$ cat config.mk
export PLATFORM = sky130hd
export DESIGN_NAME = shiftin_rx
export DESIGN_NICKNAME = d
export VERILOG_FILES = /design/src/rtl/shiftio_pkg.sv /design/src/rtl/sync_edge.sv /design/src/rtl/shiftin_rx.sv
export SDC_FILE = /design/constraint.sdc
export NUM_CORES = 1
export LEC_CHECK = 0
export CORE_MARGIN = 5
export CORE_UTILIZATION = 46
export CTS_CLUSTER_DIAMETER = 200
export DETAILED_ROUTE_END_ITERATION = 6
export GPL_TIMING_DRIVEN = 0
export PLACE_DENSITY = 0.7
export SKIP_CTS_REPAIR_TIMING = 1
export SLEW_MARGIN = 10
export SYNTH_ARGS = -nofsm -noshare
export SYNTH_HDL_FRONTEND = slang
export SYNTH_SLANG_ARGS = --single-unit
export TNS_END_PERCENT = 20
$ cat constraint.sdc
create_clock -name clk_i -period 2.1 [get_ports clk_i]
set_clock_uncertainty 0.05 [all_clocks]
set_input_delay 0.525 -clock clk_i [delete_from_list [all_inputs] [get_ports clk_i]]
set_output_delay 0.525 -clock clk_i [all_outputs]
set_load 0.02 [all_outputs]
$ cat src/rtl/shiftio_pkg.sv
// Shared definitions for the shiftin/shiftout serial pair.
// Holds the default frame width, receiver states and bit-counter sizing.
package shiftio_pkg;

  localparam int DEF_WIDTH = 16;

  typedef enum logic {
    RX_IDLE = 1'b0,
    RX_RECV = 1'b1
  } rx_state_e;

  // Counter must represent 0..width+1 so an overrun frame stays distinguishable.
  function automatic int bitcnt_width(input int width);
    return $clog2(width + 2);
  endfunction

endpackage

$ cat src/rtl/sync_edge.sv
// 2-flop synchronizer with rising-edge detect; level after 2 cycles, pulse acted on at the 3rd.
// No backpressure: every synchronized 0->1 transition produces exactly one pulse.
module sync_edge (
  input  logic clk_i,
  input  logic reset_ni,
  input  logic d_i,
  output logic level_o,
  output logic pulse_o
);

  logic       s1_q, s2_q, s3_q;
  logic [2:0] arm_q;

  // arm_q[2] means s3_q holds a real post-reset sample, so a line high
  // through reset release is not mistaken for a rising edge.
  always_ff @(posedge clk_i) begin
    if (!reset_ni) begin
      s1_q  <= 1'b0;
      s2_q  <= 1'b0;
      s3_q  <= 1'b0;
      arm_q <= 3'b000;
    end else begin
      s1_q  <= d_i;
      s2_q  <= s1_q;
      s3_q  <= s2_q;
      arm_q <= {arm_q[1:0], 1'b1};
    end
  end

  assign level_o = s2_q;
  assign pulse_o = s2_q & ~s3_q & arm_q[2];

endmodule

$ cat src/rtl/shiftin_rx.sv
// Serial frame receiver: shifts LSB-first bits on sclk edges, latches on lclk edges, 3-cycle pin-to-action latency.
// No backpressure: frames are accepted back-to-back; bad, overrun or stalled frames pulse frame_err_o.
module shiftin_rx
  import shiftio_pkg::*;
#(
  parameter int WIDTH       = DEF_WIDTH,
  parameter int TIMEOUT_CYC = 1024
) (
  input  logic             clk_i,
  input  logic             reset_ni,
  input  logic             serial_i,
  input  logic             sclk_i,
  input  logic             lclk_i,
  output logic [WIDTH-1:0] data_o,
  output logic             data_valid_o,
  output logic             frame_err_o,
  output logic             busy_o
);

  localparam int CNT_W  = bitcnt_width(WIDTH);
  localparam int IDLE_W = $clog2(TIMEOUT_CYC);

  logic serial_s, sclk_edge, lclk_edge;
  logic unused_serial_pulse, unused_sclk_level, unused_lclk_level;

  // serial level comes out of the same 2-flop depth as sclk, so it is
  // sampled in the cycle its sclk edge is seen.
  sync_edge u_sync_serial (
    .clk_i    (clk_i),
    .reset_ni (reset_ni),
    .d_i      (serial_i),
    .level_o  (serial_s),
    .pulse_o  (unused_serial_pulse)
  );

  sync_edge u_sync_sclk (
    .clk_i    (clk_i),
    .reset_ni (reset_ni),
    .d_i      (sclk_i),
    .level_o  (unused_sclk_level),
    .pulse_o  (sclk_edge)
  );

  sync_edge u_sync_lclk (
    .clk_i    (clk_i),
    .reset_ni (reset_ni),
    .d_i      (lclk_i),
    .level_o  (unused_lclk_level),
    .pulse_o  (lclk_edge)
  );

  rx_state_e           state_q, state_d;
  logic [WIDTH-1:0]    shreg_q, shreg_d;
  logic [CNT_W-1:0]    bitcnt_q, bitcnt_d;
  logic [IDLE_W-1:0]   idle_q, idle_d;
  logic [WIDTH-1:0]    data_q, data_d;
  logic                vld_q, vld_d;
  logic                err_q, err_d;

  always_comb begin
    state_d  = state_q;
    shreg_d  = shreg_q;
    bitcnt_d = bitcnt_q;
    idle_d   = idle_q;
    data_d   = data_q;
    vld_d    = 1'b0;
    err_d    = 1'b0;

    // The latch decision uses pre-shift shreg/bitcnt; a coincident sclk
    // edge below then starts the next frame from bitcnt=1.
    if (lclk_edge) begin
      if (bitcnt_q == CNT_W'(WIDTH)) begin
        data_d = shreg_q;
        vld_d  = 1'b1;
      end else begin
        err_d  = 1'b1;
      end
      bitcnt_d = '0;
      idle_d   = '0;
      state_d  = RX_IDLE;
    end

    if (sclk_edge) begin
      shreg_d = {serial_s, shreg_q[WIDTH-1:1]};
      if (lclk_edge) begin
        bitcnt_d = CNT_W'(1);
      end else if (bitcnt_q != CNT_W'(WIDTH + 1)) begin
        bitcnt_d = bitcnt_q + CNT_W'(1);
      end
      idle_d  = '0;
      state_d = RX_RECV;
    end else if (!lclk_edge && state_q == RX_RECV) begin
      if (idle_q == IDLE_W'(TIMEOUT_CYC - 1)) begin
        err_d    = 1'b1;
        bitcnt_d = '0;
        idle_d   = '0;
        state_d  = RX_IDLE;
      end else begin
        idle_d = idle_q + IDLE_W'(1);
      end
    end
  end

  always_ff @(posedge clk_i) begin
    if (!reset_ni) begin
      state_q  <= RX_IDLE;
      shreg_q  <= '0;
      bitcnt_q <= '0;
      idle_q   <= '0;
      data_q   <= '0;
      vld_q    <= 1'b0;
      err_q    <= 1'b0;
    end else begin
      state_q  <= state_d;
      shreg_q  <= shreg_d;
      bitcnt_q <= bitcnt_d;
      idle_q   <= idle_d;
      data_q   <= data_d;
      vld_q    <= vld_d;
      err_q    <= err_d;
    end
  end

  assign data_o       = data_q;
  assign data_valid_o = vld_q;
  assign frame_err_o  = err_q;
  assign busy_o       = (state_q == RX_RECV);

endmodule
======== Word-level counts from Yosys, hierarchy flattened ========
Cells that the tools add are included.
cells by class
  add/sub/neg operators ................... 2
  multiplexer cells ....................... 21
  reduce and logical (&&, ||, !) cells .... 6
  bitwise logic cells ..................... 7
  equality and inequality tests ........... 3
operators by type and width
  operator               number
  $mux 10                3
  $mux 5                 6
  $mux 1                 12
  $add 10x1->10 const B  1
  $eq 10x10->1 const B   1
  $add 5x1->5 const B    1
  $eq 5x5->1 const B     1
  $ne 5x5->1 const B     1
  $and 1x1->1            4
  $reduce_and 2->1       2
  $not 1->1              3
  $reduce_bool 2->1      1
  $reduce_or 2->1        1
  $logic_and 1x1->1      1
  $logic_not 1->1        1
word-level totals
  output and inout bits ................... 19
  flip-flop bits (word level) ............. 64
  logic and storage cells ................. 58
  input bits .............................. 5

======== Logic depth before layout (Yosys ltp) ========
Gate-level depths: netlist of the first run.
  depth in word-level cells ............... 7
  mapped depth ............................ 7
  depth with buffers taken out ............ 6

======== Hierarchy ========
Synthesis of the first run repeated with hierarchy kept, for this count alone.
second synthesis, totals
  cells, all modules ...................... 261
  area total of the unflattened synthesis .. 2,585.0 um^2
modules (own cells, without submodules)
  module      times used  area an instance (um^2)  cells each  seq. area each (um^2)
  shiftin_rx  1           2,104.5                  225         1,001.0
  sync_edge   3           160.2                    12          120.1

======== Least setup slack after synthesis of the first run ========
Ideal clock, no wire load.
  path kind ............................... register -> register
  start point ............................. register idle_q[0]
  end point ............................... register idle_q[7]
  period minus slack after synthesis ...... 1,843 ps
  path buffers ............................ 0
  data arrival time ....................... 1,719 ps
  slack ................................... 257 ps
  setup time .............................. 74 ps
  cell stages (with the launch flop) ...... 6
  data required time ...................... 1,976 ps
  cells stage by stage .................... dfxtp_1 -> ha_1 -> and4_1 -> a311o_1 -> or4_1 -> a31oi_1
between the ends
  cells in the longest elaborated chain, start to end .. 3
  elaborated cells between the ends (all ways) .. 4
  those cells by class .................... add/sub (1); eq/ne (1); mux (2)
RTL lines
  item                                                  line                                source
  start, declared                                       shiftin_rx.sv:55                    logic [IDLE_W-1:0] idle_q, idle_d;
  start signal, assigned                                shiftin_rx.sv:117                   idle_q <= idle_d;
  $add 10x1->10 / $eq 10x10->1 (equally long branches)  shiftin_rx.sv:99, shiftin_rx.sv:93
  $mux 10 *                                             shiftin_rx.sv:93                    if (idle_q == IDLE_W'(TIMEOUT_CYC - 1)) begin
  $mux 10 *                                             shiftin_rx.sv:92                    end else if (!lclk_edge && state_q == RX_RECV) begin
Every way passes the cells marked *; elsewhere a longest branch is shown, timed or not.
A chain may end at the register's enable or synchronous reset.

======== Final worst setup path of the first run ========
  start point ............................. register state_q (netlist: busy_o)
  end point ............................... output busy_o
RTL lines
  item                    line               source
  start, declared         shiftin_rx.sv:52   rx_state_e state_q, state_d;
  start signal, assigned  shiftin_rx.sv:114  state_q <= state_d;
  end, declared           shiftin_rx.sv:17   output logic busy_o
No word-level cell between the ends.

==> results of run 1 <==
==> state kept, by name (all words and copies together) (netlist names), 3 cells and up <==
signal             cells
u_sync_sclk.arm_q      3
data_o                16
bitcnt_q               5
idle_q                10
shreg_q               16
==> worst register-to-register path: cells and delay by family (launching register included) <==
kind / cells / cell delay (ps)
flip-flops: 1 / 360
AO/OA/AOI/OAI: 2 / 560
AND/OR/NAND/NOR: 2 / 700
adder cells (fa/ha/maj): 1 / 230
==> logic make-up after synthesis <==
kind of cell    after synthesis  share of synthesized area [%]
xor+xnor                      4                           1.51
compound gates               35                           8.91
fa+ha+maj                     4                           2.16
flops                        61                           52.7
simple gates                122                           25.0
buf+inv                      17                           2.81
mux                          16                           6.91
==> worst paths after layout <==
path	startpoint	to	slack, ps	cells past startpoint
worst min-delay path	u_sync_sclk.arm_q[1]$_SDFF_PN0_	u_sync_sclk.arm_q[2]$_SDFF_PN0_	390	1
worst max-delay path	busy_o$_SDFF_PN0_	busy_o	90	1
worst max register to register	idle_q[0]$_SDFFE_PP0P_	idle_q[7]$_SDFFE_PP0P_	130	5
worst min register to register	u_sync_sclk.arm_q[1]$_SDFF_PN0_	u_sync_sclk.arm_q[2]$_SDFF_PN0_	390	1
==> layout by cell type, fill, tap and decap left out, drive strengths merged, types with 2 or more instances in the layout <==
cell type      synthesis  final
dfxtp                 61     61
nand2                 47     47
nor2                  28     28
clkbuf                11     27
clkdlybuf4s50          0     23
a21oi                 21     21
mux2i                 16     16
nand3                 14     14
and2                  12     12
nand4                  5      5
a31oi                  5      5
or3                    4      4
ha                     4      4
inv                    3      3
xor2                   3      3
and3b                  2      2
nand3b                 2      2
and3                   2      2
and4                   2      2
a311oi                 2      2
o211ai                 2      2
o21ai                  2      2
nor4bb                 2      2
==> metrics by stage <==
step / util (%) / setup slack [ps] / TNS [ps] / cells / instance area, µm²
floorplan: - / 257 / 0 / 259 / 2320
global placement: 54.6 / -78.0 / -1650 / 349 / 2630
detailed placement: 54.6 / -143 / -3210 / 349 / 2630
CTS: 58.5 / -15.1 / -15.1 / 365 / 2820
global route: 58.7 / 21.9 / 0 / 365 / 2830
finish: 58.7 / 92.5 / 0 / 365 / 2830
==> power breakdown <==
part           switching (mW)  leakage, nW  internal, mW
registers             0.00452        0.493          1.17
logic                  0.0280        0.518        0.0168
clock network           0.410       0.0919         0.584
==> metal layers <==
metal  part of all wire, %  GRT usage [%]  up-vias
met5                     0              0        -
met4                   2.3           10.6        0
met3                   2.9           3.99        8
met2                    44           23.4       31
met1                    51           21.1      848
li1                      -              -      961
==> cell type report <==
| type | count | share of cell area [%] |
|---|---|---|
| flip-flops and latches | 61 | 43.2 |
| inverters | 4 | 0.531 |
| clock buffers | 15 | 5.53 |
| multi-input cells | 181 | 36.8 |
| clock inverters | 1 | 1.06 |
| well taps | 67 | 2.96 |
| repair buffers | 23 | 8.14 |
| plain buffers | 13 | 1.86 |
==> out/results.tsv, run 1 <==
stage	metric	value	unit
floorplan	initial_core_util	48.1	%
synth	postSynthNetCount	268	
floorplan	vertical_extent_of_the_die	81.0	µm
synth	synth.top_cell.area_share	52.7	%
cts	clock_tree.root_cell	clkbuf_8	
finish	antenna_cells_inserted	0	
synth	async_reset_ff_share	0	%
synth	synth-main-ff-cell	dfxtp_1	
synth	synthDistinctLibCells	31	
synth	synth_top_area_cell	dfxtp_1	
global_route	grt_usage	16.1	%
floorplan	core	4820	µm²
setup_path	crit_required	1520	ps
sta	tightest_slew	625	ps
floorplan	die_area	6560	µm²
run_status	run_status	finished clean	
sta	post-route-period-util	95.6	%
detailed_routing	drc	0	
detailed_routing	vias_per_cell	5.06	
setup_path	setup.worst_path.start_class	flop	
synth	synth_edf_count	0	
power	finalPower	2.21	mW
setup_path	critPathCaptureType	output port	
synth	synth-warning-count	0	
min_path	worstHoldPathType	reg -> reg	
synth	post_synth_instance_area	2320	µm²
setup_path	critical_path.slowest_cell	clkdlybuf4s50_1	
sta	max_slew_margin	57.8	%
place	place_hpwl	3.07	mm
finish	filler_cell_count	454	
sta	hold_viol	0	
synth	synth.ff_latch_count	61	
detailed_routing	routed_wl	4.54	mm
detailed_routing	vias	1848	
finish	num-nets-final	302	
finish	area_growth_syn_to_layout	22.1	%
detailed_routing	route.detailed.wl_per_inst	12.4	µm
sta	fin_hold_ws	387	ps
setup_path	cp_cell_sequence	clkdlybuf4s50_1	
setup_path	crit_arrival	1430	ps
power	power.density_cell_area	781	nW/µm²
synth	synth_most_common_cell	dfxtp_1	
cts	clkTransAtPathRegs	60	ps
finish	seq_area	1220	µm²
power	power.leakage	1.10	nW
global_route	grt_max_degree	11	
synth	synth.cells.most_frequent	dfxtp_1 (61), nand2_1 (47), nor2_1 (28)	
cts	clk_latency	330	ps
synth	netlist_instances	259	
cts	cts.htree.levels	3	
setup_path	biggest_cell_delay_along_the_critical_path	650	ps
sta	timing.final.max_slew_violations	0	
global_route	first_global_vias	1743	
detailed_routing	detail-route-antenna-nets	0	
setup_path	critPathKind	reg -> out	
sta	setup_repair_after_global_routing_missed_its_margin	no	
finish	layout-drive-gt1-share	5.03	%
setup_path	critPathMaxFanout	7	
power	vdd.ir_drop.worst	0.573	mV
flow_run	timing.max_cap.violations	0	
synth	synth.yosys.seq_area_share	52.7	%
place	routabilityCongestion	0.797	
cts	cts_tree	built	
sta	min_period	2010	ps
setup_path	critical_path.n_buffers_inverters	1	
setup_path	cell_type_group_with_the_largest_total_delay_on_the_critical_path	buffers and inverters	
synth	syn-mean-instance-area	8.95	µm²
detailed_routing	drt_first_iter_violations	108	
floorplan	die_width	81.0	µm
cts	clock_sink_count	61	
global_route	global_route.overflow_total	0	
sta	final_count_of_negative_setup_slack_endpoints	0	
finish	multi_input_area	1040	µm²
floorplan	rows	25	
place	port_buffers	23	
cts	cts-buffers-inserted	9	
global_route	global_route_wire_length_before_repair	8.02	mm
detailed_routing	drt_pre_antenna_iters	4	
floorplan	ios	24	
sta	achievable-frequency	498	MHz
synth	synth_area_leaders	dfxtp_1 (53%), nand2_1 (7.6%), mux2i_1 (6.9%)	
cts	clock_path_buffers	2	
global_route	grt_antenna_before_repair	0	
Note: power is estimated with default switching activity, not from simulation.
==> run 2: changes to the inputs <==
--- a/config.mk
+++ b/config.mk
@@ -5,9 +5,9 @@
 export SDC_FILE = /design/constraint.sdc
 export NUM_CORES = 1
 export LEC_CHECK = 0
-export CORE_MARGIN = 5
 export CORE_UTILIZATION = 46
 export CTS_CLUSTER_DIAMETER = 200
+export CTS_CLUSTER_SIZE = 16
 export DETAILED_ROUTE_END_ITERATION = 6
 export GPL_TIMING_DRIVEN = 0
 export PLACE_DENSITY = 0.7
==> out/results.tsv, run 2 (synthesized netlist as in run 1, its figures left out) <==
stage	metric	value	unit	change
detailed_routing	drc	0		unchanged
floorplan	ios	24		unchanged
setup_path	cp_cell_sequence	ha_1 > and4_1 > a311o_1 > or4_1 > a31oi_1		was clkdlybuf4s50_1
sta	max_slew_margin	63.0	%	was 57.8%
power	sw_frac_of_total	20.7	%	was 20.0%
finish	multi_input_area	1040	µm²	unchanged
power	clkPwrFrac	45.2	%	was 44.9%
setup_path	reg2reg_depth	5		unchanged
cts	clock_sink_count	61		unchanged
setup_path	critPathCaptureType	flop		was output port
setup_path	crit_arrival	2200	ps	was 1430 ps
floorplan	initial_core_util	48.4	%	was 48.1%
power	power.leakage	1.11	nW	was 1.10 nW
setup_path	biggest_cell_delay_along_the_critical_path	490	ps	was 650 ps
run_status	run_status	finished clean		unchanged
sta	finalWorstSetupSlack	100	ps	was 92.5 ps
setup_path	critPathMaxFanout	6		was 7
place	cell_count_after_placement	349		unchanged
detailed_routing	routed_wl	4.31	mm	was 4.54 mm
global_route	global_route_wire_length_before_repair	7.40	mm	was 8.02 mm
power	pwr-share-seq	52.7	%	was 53.0%
min_path	holdPathStages	1		unchanged
sta	final_count_of_negative_setup_slack_endpoints	0		unchanged
flow_run	timing.max_cap.violations	0		unchanged
sta	post-route-period-util	95.2	%	was 95.6%
setup_path	critical_path.slowest_cell	or4_1		was clkdlybuf4s50_1
place	routabilityCongestion	0.831		was 0.797
finish	instances_no_fill	365		unchanged
cts	clkTransAtPathRegs	60	ps	about the same
power	p_switching	0.460	mW	was 0.442 mW
detailed_routing	vias	1865		was 1848
power	power.density_cell_area	784	nW/µm²	was 781 nW/µm²
global_route	global_route.overflow_total	0		unchanged
sta	hold_viol	0		unchanged
sta	tightest_slew	547	ps	was 625 ps
detailed_routing	drt_first_iter_violations	186		was 108
finish	layout_commonest_cell	dfxtp_1		unchanged
global_route	first_global_vias	1594		was 1743
floorplan	vertical_extent_of_the_die	73.0	µm	was 81.0 µm
sta	timing.final.max_slew_violations	0		unchanged
cts	clock_tree.root_cell	clkbuf_8		unchanged
min_path	worstHoldPathType	reg -> reg		unchanged
place	dpl_worst_slack	-123	ps	was -143 ps
finish	layout-drive-gt1-share	6.04	%	was 5.03%
global_route	grt_antenna_before_repair	0		unchanged
finish	layout.cells.most_common_list	dfxtp_1 (61), nand2_1 (46), nor2_1 (28), clkdlybuf4s50_1 (23), a21oi_1 (21)		unchanged
place	port_buffers	23		unchanged
global_route	grt_max_degree	11		unchanged
detailed_routing	detail-route-antenna-nets	0		unchanged
cts	clk_latency	320	ps	was 330 ps
setup_path	setup.worst_path.start_class	flop		unchanged
cts	cts_tree	built		unchanged
cts	cts-buffers-inserted	9		unchanged
global_route	grt_usage	18.2	%	was 16.1%
detailed_routing	drt_pre_antenna_iters	4		unchanged
finish	num-nets-final	302		unchanged
power	cellInternalPower	1.76	mW	was 1.77 mW
sta	min_period	2000	ps	was 2010 ps
finish	filler_cell_count	432		was 454
sta	fin_tns_setup	0	ps	unchanged
place	place_hpwl	2.98	mm	was 3.07 mm
setup_path	critPathKind	reg -> reg		was reg -> out
finish	area_growth_syn_to_layout	22.4	%	was 22.1%
finish	seq_area	1220	µm²	unchanged
floorplan	rows	25		unchanged
sta	setup_repair_after_global_routing_missed_its_margin	no		unchanged
floorplan	core	4790	µm²	was 4820 µm²
power	pwr-share-comb	2.0	%	about the same
floorplan	die_area	5330	µm²	was 6560 µm²
sta	achievable-frequency	500	MHz	was 498 MHz
floorplan	die_width	73.0	µm	was 81.0 µm
sta	fin_hold_ws	382	ps	was 387 ps
power	vdd.ir_drop.worst	0.577	mV	was 0.573 mV
cts	cts.htree.levels	3		unchanged
detailed_routing	vias_per_cell	5.11		was 5.06
setup_path	crit_required	2300	ps	was 1520 ps
cts	clock_path_buffers	2		unchanged
detailed_routing	route.detailed.wl_per_inst	11.8	µm	was 12.4 µm
finish	antenna_cells_inserted	0		unchanged
[run 2: changes by cell type in the layout (fill, tap and decap cells not counted), sizes merged]
cell | previous run | this run
clkinv | 1 | 3
clkinvlp | 0 | 1
clkbuf | 27 | 24
[run 2: metrics by stage]
step	area, µm²	utilization (%)	total power [mW]
after CTS	2820	59.0	2.24
after global placement	2630	55.0	1.24
after floorplan	2320	-	1.22
final	2840	59.2	2.22
after detailed placement	2630	55.0	1.24
after global routing	2840	59.2	2.30
[run 2: final cells by class]
class                   instances  area share [%]
multi-input cells             181            36.7
clock inverters                 4            1.68
plain buffers                  13            1.85
flip-flops and latches         61            43.1
inverters                       4           0.530
repair buffers                 23            8.12
well taps                      67            2.96
clock buffers                  12            5.12
[run 2: final timing paths]
kind | startpoint | to | slack (ps)
setup / recovery | idle_q[0]$_SDFFE_PP0P_ | idle_q[7]$_SDFFE_PP0P_ | 100
hold / removal | u_sync_sclk.arm_q[1]$_SDFF_PN0_ | u_sync_sclk.arm_q[2]$_SDFF_PN0_ | 380
setup reg to reg | idle_q[0]$_SDFFE_PP0P_ | idle_q[7]$_SDFFE_PP0P_ | 100
hold reg to reg | u_sync_sclk.arm_q[1]$_SDFF_PN0_ | u_sync_sclk.arm_q[2]$_SDFF_PN0_ | 380
[run 2: routing by layer]
layer,up-vias,track usage [%],wire (µm)
li1,951,-,-
met1,860,25.7,2150
met2,48,26.2,1920
met3,6,4.14,192
met4,0,9.15,43
met5,-,0,0
[run 2: power by group through the flow]
stage                     sequential [mW]  combinational [mW]  clock, mW
after detailed placement             1.20              0.0455          0
after global placement               1.20              0.0452          0
after floorplan                      1.20              0.0275          0
after global routing                 1.17              0.0508       1.08
after CTS                            1.17              0.0457       1.03
final                                1.17              0.0453       1.00
[run 2: critical path, delay by kind of cell (launching register included)]
family | cells | cell delay, ps
AO/OA/AOI/OAI | 2 | 580
adder cells (fa/ha/maj) | 1 | 230
flip-flops | 1 | 370
AND/OR/NAND/NOR | 2 | 700
==> run 3: changes to the inputs <==
--- a/config.mk
+++ b/config.mk
@@ -10,6 +10,7 @@
 export CTS_CLUSTER_SIZE = 16
 export DETAILED_ROUTE_END_ITERATION = 6
 export GPL_TIMING_DRIVEN = 0
+export HOLD_SLACK_MARGIN = 0.12
 export PLACE_DENSITY = 0.7
 export SKIP_CTS_REPAIR_TIMING = 1
 export SLEW_MARGIN = 10
==> results of run 3 <==
Final layout, timing and power as in run 2 (identical DEF).
==> edit 1, RTL diff (flow settings as in run 2) <==
Take the reset off `shreg_q` and load it in a clocked block of its own.
--- a/src/rtl/shiftin_rx.sv
+++ b/src/rtl/shiftin_rx.sv
@@ -105,5 +105,4 @@
     if (!reset_ni) begin
       state_q  <= RX_IDLE;
-      shreg_q  <= '0;
       bitcnt_q <= '0;
       idle_q   <= '0;
@@ -113,5 +112,4 @@
     end else begin
       state_q  <= state_d;
-      shreg_q  <= shreg_d;
       bitcnt_q <= bitcnt_d;
       idle_q   <= idle_d;
@@ -122,4 +120,8 @@
   end
 
+  always_ff @(posedge clk_i) begin
+    shreg_q <= shreg_d;
+  end
+
   assign data_o       = data_q;
   assign data_valid_o = vld_q;
Check against the original RTL: no difference found for any inputs over 10 cycles, from zero or initial values and one cycle with reset_ni low; that may be too few to reach the edited logic, so the function may still have changed.
==> edit 1 against run 2 <==
Sequential cell count unchanged. Fmax rose by 7.1%. Area after synthesis decreased by 2.3%. Register-to-register slack gained 0.22 ns. Cell area is 3.5% lower. Total power decreased by 5.6%. Global-route usage shrank 2.1 points. Wire length is 14% lower. Setup slack better by 0.13 ns.
==> edit 1: results (changes against run 2) <==
Status
  – Run status: finished clean (unchanged)

Power
  – Leak Pwr: 1.098 nW (was 1.108 nW)
  – VDD IR max: 0.4750 mV (was 0.5769 mV)
  – Sw power: 422.4 uW (was 460.4 uW)

Setup path
  – CP max stage cell: clkdlybuf4s50_1 (was or4_1)
  – Worst path max stage delay: 0.62 ns (was 0.49 ns)
  – Reg-to-reg critical path endpoint: bitcnt_q[2] (was idle_q[7])
  – Crit path from: busy_o (was idle_q[0])
  – Max FO, Critical Path: 3 (was 6)
  – CP Buf/Inv Count: 1 (was 0)
  – Worst Reg-to-Reg Cells: 6 (was 5)
  – R2r setup slk: 0.32 ns (was 0.10 ns)
  – CP arrival: 1.29 ns (was 2.20 ns)

Finish
  – Seq_cells: 61 (unchanged)
  – Non-filler instance count after layout: 305 (was 365)
  – Layout cells sized above 1: 0.07563 (was 0.06040)
  – Non-Clock Buffer Area Fraction: 0.1006 (was 0.09974)
  – Seq/total area: 0.5050 (was 0.4307)
  – Non-CTS buffers: 30 (was 36)
  – Fill cells: 408 (was 432)
  – Clk cell area share: 0.05764 (was 0.06796)
  – Area of the multi-input gates: 822.0 um2 (was 0.001040 mm2)

Yosys
  – Register area share after synthesis: 0.6103 (was 0.5270)
  – Mapped Nets: 209 (was 268)
  – Most frequent cells after synthesis: dfxtp_1 (45), nor2_1 (26), mux2i_1 (17) (was dfxtp_1 (61), nand2_1 (47), nor2_1 (28))
  – Synth Area in XOR/XNOR: 0.01548 (was 0.01512)
  – Post-synth EDFFs: 16 (was 0)
  – Synth Area in Adders: 0.02211 (was 0.02160)
  – Mux cell area share after synthesis: 0.07518 (was 0.06911)
  – Synth area leaders: dfxtp_1 (40%), edfxtp_1 (21%), mux2i_1 (7.5%) (was dfxtp_1 (53%), nand2_1 (7.6%), mux2i_1 (6.9%))
  – Post-synth cell types: 34 (was 31)

Detailed routing
  – Detailed Routing Iterations Pass 1: 5 (was 4)
  – Post-Route WL: 3712 um (was 4308 um)
  – Drt initial violations: 87 (was 186)

Global routing
  – First-pass GRT wire length: 6210 um (was 7396 um)
  – Largest net degree at the start of global routing: 24 (was 11)
  – Vias in the first global route: 1336 (was 1594)
  – GRT Overall Usage: 0.1611 (was 0.1825)

STA
  – Hold Slack: 0.3669 ns (was 0.3816 ns)
  – Worst-margin pin slew: 0.4326 ns (was 0.5468 ns)

Worst hold path
  – Worst Hold Path Cells: 0 (was 1)
  – Worst min-delay path endpoint: shreg_q[15] (was u_sync_sclk.arm_q[2])

Place
  – Placed instance count: 290 (was 349)
  – GPL Wtd Cong: 0.8620 (was 0.8314)
  – Final HPWL DP: 2427 um (was 2983 um)
[edit 1: cell count changes after synthesis, moves of 4 or more]
cell	delta
or3_1	-4
nand3_1	-4
nand2_1	-35
dfxtp_1	-16
clkbuf_1	-7
edfxtp_1	+16
a21oi_1	-15
[edit 1: worst max path at each step]
stage | cells past startpoint | slack, ns | endpoint
5_1_grt | 1 | 0.18 | busy_o
2_1_floorplan | 6 | 0.60 | bitcnt_q[2]
6_report | 1 | 0.23 | busy_o
3_5_place_dp | 4 | 0.06 | data_o[8]
4_1_cts | 1 | 0.21 | busy_o
3_3_place_gp | 4 | 0.09 | data_o[15]
[edit 1: kinds of logic (layout without fill, tap and decap cells)]
| logic type | count (synthesis) | count (layout) |
|---|---|---|
| compound gates | 21 | 21 |
| xor+xnor | 4 | 4 |
| fa+ha+maj | 4 | 4 |
| buf+inv | 11 | 49 |
| flops | 61 | 61 |
| mux | 17 | 17 |
| simple gates | 82 | 82 |
[edit 1: through the flow]
step	setup WS [ns]	area (um2)	total power, mW
5_1_grt	0.1824	2735	2.181
4_1_cts	0.2080	2735	2.128
3_3_place_gp	0.08825	2577	1.281
2_1_floorplan	0.5951	2263	1.264
3_5_place_dp	0.06305	2577	1.281
6_report	0.2327	2735	2.096
[edit 1: layer usage]
metal / global-route usage / wire [um] / up-vias
met5: 0 / 0 / -
li1: - / - / 775
met4: 0.1176 / 29 / 0
met1: 0.2101 / 1798 / 734
met3: 0.05139 / 126 / 2
met2: 0.2243 / 1757 / 28
[edit 1: power by group through the flow]
stage / Combinational (mW) / Sequential [mW] / Clock (mW)
floorplan: 0.0203 / 1.24 / 0
global placement: 0.0360 / 1.24 / 0
detailed placement: 0.0362 / 1.25 / 0
CTS: 0.0365 / 1.22 / 0.872
global route: 0.0407 / 1.22 / 0.920
finish: 0.0360 / 1.22 / 0.840
==> edit 2, RTL diff (flow settings as in run 2) <==
Made on the original files. Change the package constant `DEF_WIDTH` from 16 to 32.
--- a/src/rtl/shiftio_pkg.sv
+++ b/src/rtl/shiftio_pkg.sv
@@ -3,5 +3,5 @@
 package shiftio_pkg;
 
-  localparam int DEF_WIDTH = 16;
+  localparam int DEF_WIDTH = 32;
 
   typedef enum logic {
Ports: changed (resized data_o); port bits go from 24 to 40. No check against the original RTL was run, so the function may have changed too.
==> edit 2 against run 2 <==
Area after synthesis up 52%. Die area grew 50%. Cell area rose by 49%. Sequential cell count up 33. Setup slack better by 0.028 ns. Wire length rose by 61%. Hold slack better by 0.0032 ns. Total power grew 38%. Critical path type is now flip-flop to primary output.
==> edit 2: results (changes against run 2) <==
Clock tree
  – Worst skew pair latency: 0.35 ns (was 0.32 ns)
  – CTS clk-pin slew, worst paths: 0.09 ns (was 0.06 ns)

Setup path
  – CP arrival: 1.40 ns (was 2.20 ns)
  – R2r setup slk: 0.34 ns (was 0.10 ns)
  – End of the critical path: busy_o (was idle_q[7])
  – CP max stage cell: clkdlybuf4s50_1 (was or4_1)
  – Worst Reg-to-Reg Cells: 6 (was 5)
  – Reg-to-reg critical path endpoint: data_o[30] (was idle_q[7])
  – FF-to-FF Start: u_sync_sclk.arm_q[2] (was idle_q[0])
  – Worst path max stage delay: 0.63 ns (was 0.49 ns)
  – Top Family by Delay on Critical Path: buffers and inverters (was simple AND/OR/NAND/NOR gates)
  – Crit path from: busy_o (was idle_q[0])
  – Max FO, Critical Path: 8 (was 6)

Finish
  – Non-Clock Buffer Area Fraction: 0.1257 (was 0.09974)
  – Seq_cells: 94 (was 61)
  – Layout cells sized above 1: 0.06485 (was 0.06040)
  – Fill cells: 671 (was 432)
  – Fraction of area in multi-input gates: 0.3485 (was 0.3667)
  – Inverters: 5 (was 4)
  – # clk buffers: 11 (was 12)
  – Syn-to-layout area delta: 20.41% (was 22.35%)
  – Multi-input gates: 299 (was 181)
  – Layout Nets: 483 (was 302)
  – Non-CTS buffers: 65 (was 36)
  – Clk cell area share: 0.04675 (was 0.06796)
  – FF/Latch Area: 0.001883 mm2 (was 0.001221 mm2)

Detailed routing
  – Via density: 5.118 (was 5.110)
  – Drt initial violations: 164 (was 186)
  – Detailed-route via count: 2953 (was 1865)
  – Post-Route WL: 6938 um (was 4308 um)

Power
  – Leak Pwr: 1.413 nW (was 1.108 nW)

Global routing
  – First-pass GRT wire length: 11320 um (was 7396 um)
  – Vias in the first global route: 2532 (was 1594)
  – Congestion Overflow GR: 0 (unchanged)
  – Largest net degree at the start of global routing: 16 (was 11)

Yosys
  – Most frequent cells after synthesis: nand2_1 (140), dfxtp_1 (94), a21oi_1 (74) (was dfxtp_1 (61), nand2_1 (47), nor2_1 (28))
  – Post-synth cell types: 35 (was 31)
  – Mapped Nets: 433 (was 268)
  – Synth area leaders: dfxtp_1 (54%), nand2_1 (15%), a21oi_1 (11%) (was dfxtp_1 (53%), nand2_1 (7.6%), mux2i_1 (6.9%))
  – Top FF cell, synth: dfxtp_1 (unchanged)

Place
  – Final HPWL DP: 4793 um (was 2983 um)
  – IO Port Bufs: 39 (was 23)
  – Placed instance count: 562 (was 349)

STA
  – Worst-margin pin slew: 0.4976 ns (was 0.5468 ns)
  – Fmax: 507.1 MHz (was 500.0 MHz)

Status
  – Run status: finished clean (unchanged)
-- edit 2: cell count changes in the layout (fill, tap and decap cells not counted), sizes merged, moves of 3 or more --
cell,delta
a21oi,+53
buf,+9
clkbuf,+3
clkdlybuf4s50,+16
dfxtp,+33
inv,+3
mux2i,-16
nand2,+93
nor2,-19
nor3,+6
o21ai,+3
-- edit 2: worst min path at each step --
stage | startpoint | to | slack (ns) | depth (start not counted)
after detailed placement | u_sync_lclk.s1_q | u_sync_lclk.level_o | 0.37 | 1
after floorplan | u_sync_lclk.s1_q | u_sync_lclk.level_o | 0.36 | 1
after global placement | u_sync_sclk.s1_q | u_sync_sclk.level_o | 0.36 | 1
after CTS | u_sync_serial.level_o | shreg_q[31] | 0.39 | 2
final | u_sync_serial.level_o | shreg_q[31] | 0.38 | 2
after global routing | u_sync_sclk.arm_q[0] | u_sync_sclk.arm_q[1] | 0.41 | 1
-- edit 2: cell families (layout without fill, tap and decap cells) --
kind of cell               Yosys count  after routing  share of synthesized area
AOI/OAI and AO/OA                   91             91                     0.1389
adders and majority gates            4              4                    0.01425
and+or+nand+nor                    199            199                     0.2540
xor gates and xnor gates             5              5                    0.01247
DFF                                 94             94                     0.5358
buffers and inverters               31             85                    0.04453
-- edit 2: power breakdown --
group | switching (mW) | internal, mW | total [mW]
Clock | 0.609 | 0.586 | 1.19
Sequential | 0.00470 | 1.79 | 1.80
Combinational | 0.0444 | 0.0221 | 0.0664
Total | 0.658 | 2.40 | 3.06
-- edit 2: routing by layer --
metal  up-vias  share of wire  routed length [um]  GRT usage
met3         6          0.039                 269    0.03047
li1       1509              -                   -          -
met4         0          0.011                  76    0.07792
met2        61           0.46                3176     0.2831
met1      1377           0.49                3416     0.2529
met5         -              0                   0          0
